==> src/rtl/debug_clock_controller_pkg.sv <==
// Shared definitions for the debug clock controller: state encodings,
// half-period counter width and the default half-period reload value.
package debug_clock_controller_pkg;

    localparam int HP_W = 25;
    localparam logic [HP_W-1:0] HALF_PERIOD_DEFAULT = 25'd24999999;

    localparam logic [2:0] ST_IDLE  = 3'd0;
    localparam logic [2:0] ST_RUN   = 3'd1;
    localparam logic [2:0] ST_STEP  = 3'd2;
    localparam logic [2:0] ST_BURST = 3'd3;
    localparam logic [2:0] ST_DRAIN = 3'd4;

    typedef enum logic [2:0] {
        S_IDLE  = ST_IDLE,
        S_RUN   = ST_RUN,
        S_STEP  = ST_STEP,
        S_BURST = ST_BURST,
        S_DRAIN = ST_DRAIN
    } state_t;

endpackage

==> src/rtl/debug_clock_controller_timer.sv <==
// Half-period down-counter: load presets HALF_PERIOD, enable counts down and
// reloads at zero; expire flags the zero count while enabled.
module clk_phase_timer
    import debug_clock_controller_pkg::*;
#(
    parameter logic [HP_W-1:0] HALF_PERIOD = HALF_PERIOD_DEFAULT
) (
    input  logic clk,
    input  logic reset,
    input  logic load,
    input  logic enable,
    output logic expire
);

    logic [HP_W-1:0] count;

    always_ff @(posedge clk) begin
        if (reset) begin
            count <= '0;
        end else if (load) begin
            count <= HALF_PERIOD;
        end else if (enable) begin
            if (count == '0) begin
                count <= HALF_PERIOD;
            end else begin
                count <= count - HP_W'(1);
            end
        end
    end

    assign expire = enable && (count == '0);

endmodule

==> src/rtl/debug_clock_controller.sv <==
// Debug clock controller: gates and divides CLK_IN into CPU_CLK for free-run,
// single-step and counted-burst operation, with tick/done/edge-count reporting.
module debug_clock_controller
    import debug_clock_controller_pkg::*;
#(
    parameter logic [HP_W-1:0] HALF_PERIOD = HALF_PERIOD_DEFAULT
) (
    input  logic        CLK_IN,
    input  logic        RESET,
    input  logic        RUN,
    input  logic        STEP,
    input  logic        BURST_START,
    input  logic [7:0]  BURST_LEN,
    output logic        CPU_CLK,
    output logic        TICK,
    output logic        BUSY,
    output logic        DONE,
    output logic [15:0] EDGE_CNT
);

    state_t     state;
    logic [7:0] remaining;
    logic       load;
    logic       enable;
    logic       expire;

    assign load   = (state == S_IDLE) && (BURST_START || STEP || RUN);
    assign enable = (state != S_IDLE);
    assign BUSY   = (state != S_IDLE);

    clk_phase_timer #(
        .HALF_PERIOD(HALF_PERIOD)
    ) u_timer (
        .clk   (CLK_IN),
        .reset (RESET),
        .load  (load),
        .enable(enable),
        .expire(expire)
    );

    // A burst checks its remaining count at the expiry that would start the
    // next high phase, so the last low phase runs a full half-period before
    // DONE. A zero-length burst goes straight through DRAIN with CPU_CLK low.
    always_ff @(posedge CLK_IN) begin
        if (RESET) begin
            state     <= S_IDLE;
            CPU_CLK   <= 1'b0;
            TICK      <= 1'b0;
            DONE      <= 1'b0;
            EDGE_CNT  <= '0;
            remaining <= '0;
        end else begin
            TICK <= 1'b0;
            DONE <= 1'b0;
            case (state)
                S_IDLE: begin
                    CPU_CLK <= 1'b0;
                    if (BURST_START) begin
                        remaining <= BURST_LEN;
                        state     <= (BURST_LEN == 8'd0) ? S_DRAIN : S_BURST;
                    end else if (STEP) begin
                        state <= S_STEP;
                    end else if (RUN) begin
                        state <= S_RUN;
                    end
                end
                S_RUN: begin
                    if (!RUN && !CPU_CLK) begin
                        state <= S_IDLE;
                        DONE  <= 1'b1;
                    end else if (expire) begin
                        CPU_CLK <= !CPU_CLK;
                        if (!CPU_CLK) begin
                            TICK     <= 1'b1;
                            EDGE_CNT <= EDGE_CNT + 16'd1;
                        end else if (!RUN) begin
                            state <= S_IDLE;
                            DONE  <= 1'b1;
                        end
                    end else if (!RUN) begin
                        state <= S_DRAIN;
                    end
                end
                S_STEP: begin
                    if (expire) begin
                        if (!CPU_CLK) begin
                            CPU_CLK  <= 1'b1;
                            TICK     <= 1'b1;
                            EDGE_CNT <= EDGE_CNT + 16'd1;
                        end else begin
                            CPU_CLK <= 1'b0;
                            state   <= S_IDLE;
                            DONE    <= 1'b1;
                        end
                    end
                end
                S_BURST: begin
                    if (expire) begin
                        if (CPU_CLK) begin
                            CPU_CLK <= 1'b0;
                        end else if (remaining == 8'd0) begin
                            state <= S_IDLE;
                            DONE  <= 1'b1;
                        end else begin
                            CPU_CLK   <= 1'b1;
                            TICK      <= 1'b1;
                            EDGE_CNT  <= EDGE_CNT + 16'd1;
                            remaining <= remaining - 8'd1;
                        end
                    end
                end
                S_DRAIN: begin
                    if (!CPU_CLK) begin
                        state <= S_IDLE;
                        DONE  <= 1'b1;
                    end else if (expire) begin
                        CPU_CLK <= 1'b0;
                        state   <= S_IDLE;
                        DONE    <= 1'b1;
                    end
                end
                default: begin
                    CPU_CLK <= 1'b0;
                    state   <= S_IDLE;
                end
            endcase
        end
    end

endmodule
==> config.mk <==
export PLATFORM = sky130hd
export DESIGN_NAME = debug_clock_controller
export DESIGN_NICKNAME = d
export VERILOG_FILES = /design/src/rtl/debug_clock_controller_pkg.sv /design/src/rtl/debug_clock_controller_timer.sv /design/src/rtl/debug_clock_controller.sv
export SDC_FILE = /design/constraint.sdc
export NUM_CORES = 1
export LEC_CHECK = 0
export CAP_MARGIN = 20
export CORE_UTILIZATION = 51
export CTS_CLUSTER_DIAMETER = 60
export DETAILED_ROUTE_END_ITERATION = 10
export PLACE_DENSITY = 0.74
export SKIP_CTS_REPAIR_TIMING = 1
export SLEW_MARGIN = 20
export SYNTH_ARGS = -nofsm -noshare
export SYNTH_HDL_FRONTEND = slang
export SYNTH_HIERARCHICAL = 1
export SYNTH_SLANG_ARGS = --single-unit
export TNS_END_PERCENT = 30
==> constraint.sdc <==
create_clock -name CLK_IN -period 3.2 [get_ports CLK_IN]
set_input_delay 0.8 -clock CLK_IN [delete_from_list [all_inputs] [get_ports CLK_IN]]
set_output_delay 0.8 -clock CLK_IN [all_outputs]
set_load 0.03 [all_outputs]
# Word-level counts from Yosys, hierarchy flattened
# Index checks and enable logic that the tools add are counted.
# totals
n_memories,0
regBits,55
output_inout_bits,20
ramBits,0
rom_bits,0
inputBits,13
latchBits,0
# op_classes
n_eq_ne,18
muxes,58
n_lt_le_gt_ge,0
shift,0
n_bitwise,0
n_div,0
mul,0
reduce_logical,20
addsub,3
# ops
op,n
$mux W16,6
$mux W25,3
$mux W3,16
$pmux W16 S3,1
$mux W8,4
$logic_not A25 Y1,1
$sub A25 B1 Y25 const B,1
$mux W1,23
$ne A2 B2 Y1 const B,9
$add A16 B1 Y16 const B,1
$logic_not A8 Y1,2
$ne A4 B4 Y1 const B,4
$pmux W8 S2,1
$pmux W3 S5,1
$reduce_and A10 Y1,1
$reduce_and A5 Y1,2
$pmux W1 S4,2
$sub A8 B1 Y8 const B,1
$eq A3 B2 Y1 const B,2
$reduce_bool A3 Y1,2
$reduce_and A4 Y1,1
$reduce_bool A2 Y1,2
$eq A3 B1 Y1 const B,1
$eq A3 B3 Y1 const B,1
other kinds (7),11

# Depth between registers and ports, before layout
# logic_depth
depth_word,5
depth_mapped,11

# By module
# The synthesis kept the hierarchy.
# by_module_without_submodules
module,cells_each,n_inst,area_per_inst_um2
debug_clock_controller,225,1,1762.9
clk_phase_timer,167,1,1381.3

# Least setup slack after synthesis
# OpenSTA, ideal clock, no wires.
# synth_path
path_type,register to register
startpoint,register state[2]
endpoint,register EDGE_CNT[5]
path_buffers,2
arrival_time_ns,3.234
synth_period_minus_slack_ns,3.362
setup_ns,0.128
stages_incl_launch_ff,12
setup_slack_ns,-0.162
path_cell_list,dfxtp_1 -> clkbuf_1 -> nor3_1 -> inv_1 -> clkbuf_1 -> nand2b_1 -> nor4_1 -> or3b_4 -> nor4_4 -> nand4_1 -> xor2_1 -> nor2_1
# synth_via
elab_chain_len,5
elab_cells_between_ends,14
classes_between,7 x eq/ne; 3 x mux; 4 x reduce/logical
# synth_rtl
item,line_no,text
"start, declared",debug_clock_controller.sv:21,state_t state;
"start signal, assigned",debug_clock_controller.sv:60,state <= (BURST_LEN == 8'd0) ? S_DRAIN : S_BURST;
$reduce_bool A3 Y1 (*),-,
via BUSY,debug_clock_controller.sv:16,"output logic BUSY,"
$logic_and A1 B1 Y1 (*),debug_clock_controller_timer.sv:31,assign expire = enable && (count == '0);
via expire,debug_clock_controller.sv:25,logic expire;
$mux W16 (2 in a row),-,
$pmux W16 S3,debug_clock_controller.sv:55,case (state)
"end signal, assigned",debug_clock_controller.sv:75,EDGE_CNT <= EDGE_CNT + 16'd1;
"end signal, assigned",debug_clock_controller.sv:89,EDGE_CNT <= EDGE_CNT + 16'd1;
"end signal, assigned",debug_clock_controller.sv:107,EDGE_CNT <= EDGE_CNT + 16'd1;
"end, declared",debug_clock_controller.sv:18,output logic [15:0] EDGE_CNT
# Mark *: on every way through the listed nets, which the timed path passes. The rest lies on a longest branch. The select of a mux whose other input is x is not followed.
# A chain may end at the register's enable or synchronous reset.

# Worst setup path in the final report
# layout_path
startpoint,register state[2]
endpoint,output BUSY
# layout_via
elab_chain_len,1
# layout_rtl
item,line_no,text
$reduce_bool A3 Y1,debug_clock_controller.sv:29,assign BUSY = (state != S_IDLE);
"end, declared",debug_clock_controller.sv:16,
# Every way passes these cells.

==> qor.txt <==
Status -> finished, final reports clean
Yosys warns -> 6
Max Fclk -> 0.345 GHz
Die Width -> 80.5 µm
Layout cells sized above 1 -> 8.90%
Largest net degree at the start of global routing -> 27
Worst vdd ir -> 0.503 mV
Vias -> 2,980
RSZ-0062 raised after global routing -> no
EDFF count, synth -> 0
Final period util -> 90.6%
Antenna Cells -> 0
Syn Nets -> 410
Reg2reg setup slack -> 460 ps
Worst Hold End -> remaining[1]$_SDFFE_PP0P_
TritonCTS Buffers -> 5
Final Max Tran Viols -> 0
Clk root buf -> clkbuf_8
Deepest clock path buffer count -> 2
Crit path max fanout -> 14
Switching share of total power -> 44.3%
Initial core utilization -> 53.1%
Synth Instances -> 392
Pwr Density -> 734 mW/mm²
R2R Path Start -> u_timer/count[18]$_SDFFE_PP0P_
Final setup margin -> 300 ps
Count of final setup violators -> 0
Grt ovf -> 0
Routed wire length -> 7090 µm
Number of synthesized register bits -> 55
Crit path launch type -> flip-flop
Worst Path Required -> 2400 ps
Hold path cells -> 2
Drt first pass iters -> 4
Top cells by area, synth -> dfxtp_1 (35%), nor2_1 (5.6%), xor2_1 (4.2%)
Setup CP Type -> reg2out
R2r endpoint -> EDGE_CNT[14]$_SDFFE_PP0P_
Boundary Pins -> 33
Worst Hold Launch -> remaining[1]$_SDFFE_PP0P_
Leak Pwr -> 1.30 nW
Initial drt markers -> 144
Wire length per cell -> 14.1 µm
Gr usage total -> 23.2%
Async SR Flop Fraction -> 0%
R2r worst-path depth -> 8
Die Ht -> 80.5 µm
Multi-input logic area -> 0.00193 mm²
Final HPWL DP -> 5120 µm
Fill cells -> 542
Core Region -> 0.00592 mm²
Number of max-cap violations -> 0
Post-synth top flop -> dfxtp_1
Clock transition at path regs -> 110 ps
Final min period -> 2900 ps
Synth top area share -> 35.0%
Worst-skew pair later-pin latency -> 320 ps
Vias in the first global route -> 2,680
Via-per-instance ratio -> 5.94
DR DRC count -> 0
Syn avg cell area -> 8.02 µm²
P_int -> 1.50 mW
Cell taking the most area after synthesis -> dfxtp_1
Row Count -> 28
Skew final -> 11.3 ps
Flop pwr share -> 37.1%
Comb pwr share -> 47.6%
FF+latch area -> 0.00110 mm²
CTS tree -> done
CP startpoint -> state[2]$_SDFFE_PP0P_
Clock network power share -> 15.3%
Top cells by count, synth -> dfxtp_1 (55), nor2_1 (47), nand2_1 (30), a21oi_1 (22)
CTS sink cnt -> 55
Crit path arrival time -> 2100 ps
Relative slew slack -> 56.3%
H-tree depth -> 2
Detail Route Antenna Nets -> 0
Most common cell in the netlist -> dfxtp_1
Pre-CTS setup slack -> 317 ps
Seq/Total Area, Yosys -> 35.0%
Worst-Margin Slew -> 653 ps
Hold Vio Cnt, Final -> 0
Netlist cell types -> 54
I/O Buffers -> 32
Area growth syn-to-layout -> 16.8%
Layout Nets -> 444
Setup TNS -> 0 ps
Worst Setup End Kind -> output port
P_sw -> 1.19 mW
First-pass GRT wire length -> 11,800 µm
Die area -> 0.00648 mm²
Worst hold path type -> reg2reg
Mapped cell area -> 0.00314 mm²
Initial antenna violation count -> 0
Gp weighted congestion -> 0.900
-- layout make-up --
type	count	share of cell area, %
repair buffers	44	11.0
multi-input cells	307	52.4
inverters	13	1.33
clock buffers	5	1.87
clock inverters	3	0.784
well taps	75	2.56
flip-flops and latches	55	30.0
-- metrics by stage --
step | util (%) | hold WS (ps) | cells | total power [mW] | instance area [µm²]
final | 62.0 | 488 | 502 | 2.70 | 3670
after global routing | 62.0 | 521 | 502 | 2.90 | 3670
after CTS | 62.0 | 487 | 502 | 2.69 | 3670
after detailed placement | 60.4 | 473 | 494 | 2.28 | 3570
after global placement | 60.4 | 457 | 494 | 2.25 | 3570
after floorplan | - | 440 | 392 | 1.93 | 3150
-- worst max-delay path, stage by stage, from the launching register on --
cell	delay [ps]
dfxtp_1	550
nor3_1	110
buf_4	170
inv_1	70
buf_4	190
clkdlybuf4s50_1	690
-- placed cells by master, fill, tap and decap left out, types with 8 or more instances in the layout --
master,netlist,final
a21oi_1,22,22
dfxtp_1,55,55
nand2_1,30,30
nor3_1,16,16
xnor2_1,8,8
nand4_1,17,17
inv_1,13,13
o21ai_0,8,8
clkdlybuf4s50_1,0,31
nand3_1,17,17
or4_1,8,8
xor2_1,15,15
nor2_1,47,47
o21ai_1,8,8
buf_4,1,12
o31ai_1,12,12
a31oi_1,11,11
-- sequential cells by signal, summed over array words and instances (netlist names) --
signal / flops
remaining: 8
u_timer/count: 25
DONE: 1
EDGE_CNT: 16
TICK: 1
CPU_CLK: 1
state: 3
-- routing by layer --
metal  share of wire (%)  GRT usage (%)  vias to the layer above  routed length (µm)
met4                 2.4           10.5                        0                 172
met2                  47           39.0                       55                3300
met1                  47           28.5                     1388                3330
met5                   0              0                        -                   0
li1                    -              -                     1522                   -
met3                 4.0           4.32                       15                 282
-- how the worst max path moves through the flow --
stage	endpoint	slack, ps	cells past startpoint
finish	BUSY	300	5
global placement	u_timer/count[22]$_SDFFE_PP0P_	380	7
CTS	BUSY	300	5
floorplan	EDGE_CNT[5]$_SDFFE_PP0P_	30	11
detailed placement	u_timer/count[20]$_SDFFE_PP0P_	320	7
global route	BUSY	160	5
-- power by group through the flow --
stage / Combinational [mW] / Sequential [mW] / Clock (mW)
floorplan: 0.982 / 0.950 / 0
global placement: 1.25 / 1.01 / 0
detailed placement: 1.27 / 1.01 / 0
CTS: 1.27 / 0.996 / 0.425
global route: 1.43 / 1.02 / 0.451
finish: 1.28 / 1.00 / 0.412
-- logic make-up (layout without fill, tap and decap cells) --
kind of cell / Yosys count / count (layout) / share of synthesized area, %
AND/OR/NAND/NOR: 194 / 194 / 34.5
AO/OA/AOI/OAI: 84 / 84 / 17.8
flip-flops: 55 / 55 / 35.0
buffers and inverters: 30 / 65 / 3.94
XOR/XNOR: 23 / 23 / 6.41
adder cells (fa/ha/maj): 5 / 5 / 1.99
multiplexers: 1 / 1 / 0.318
No activity file was read; power rests on OpenSTA's default activity.
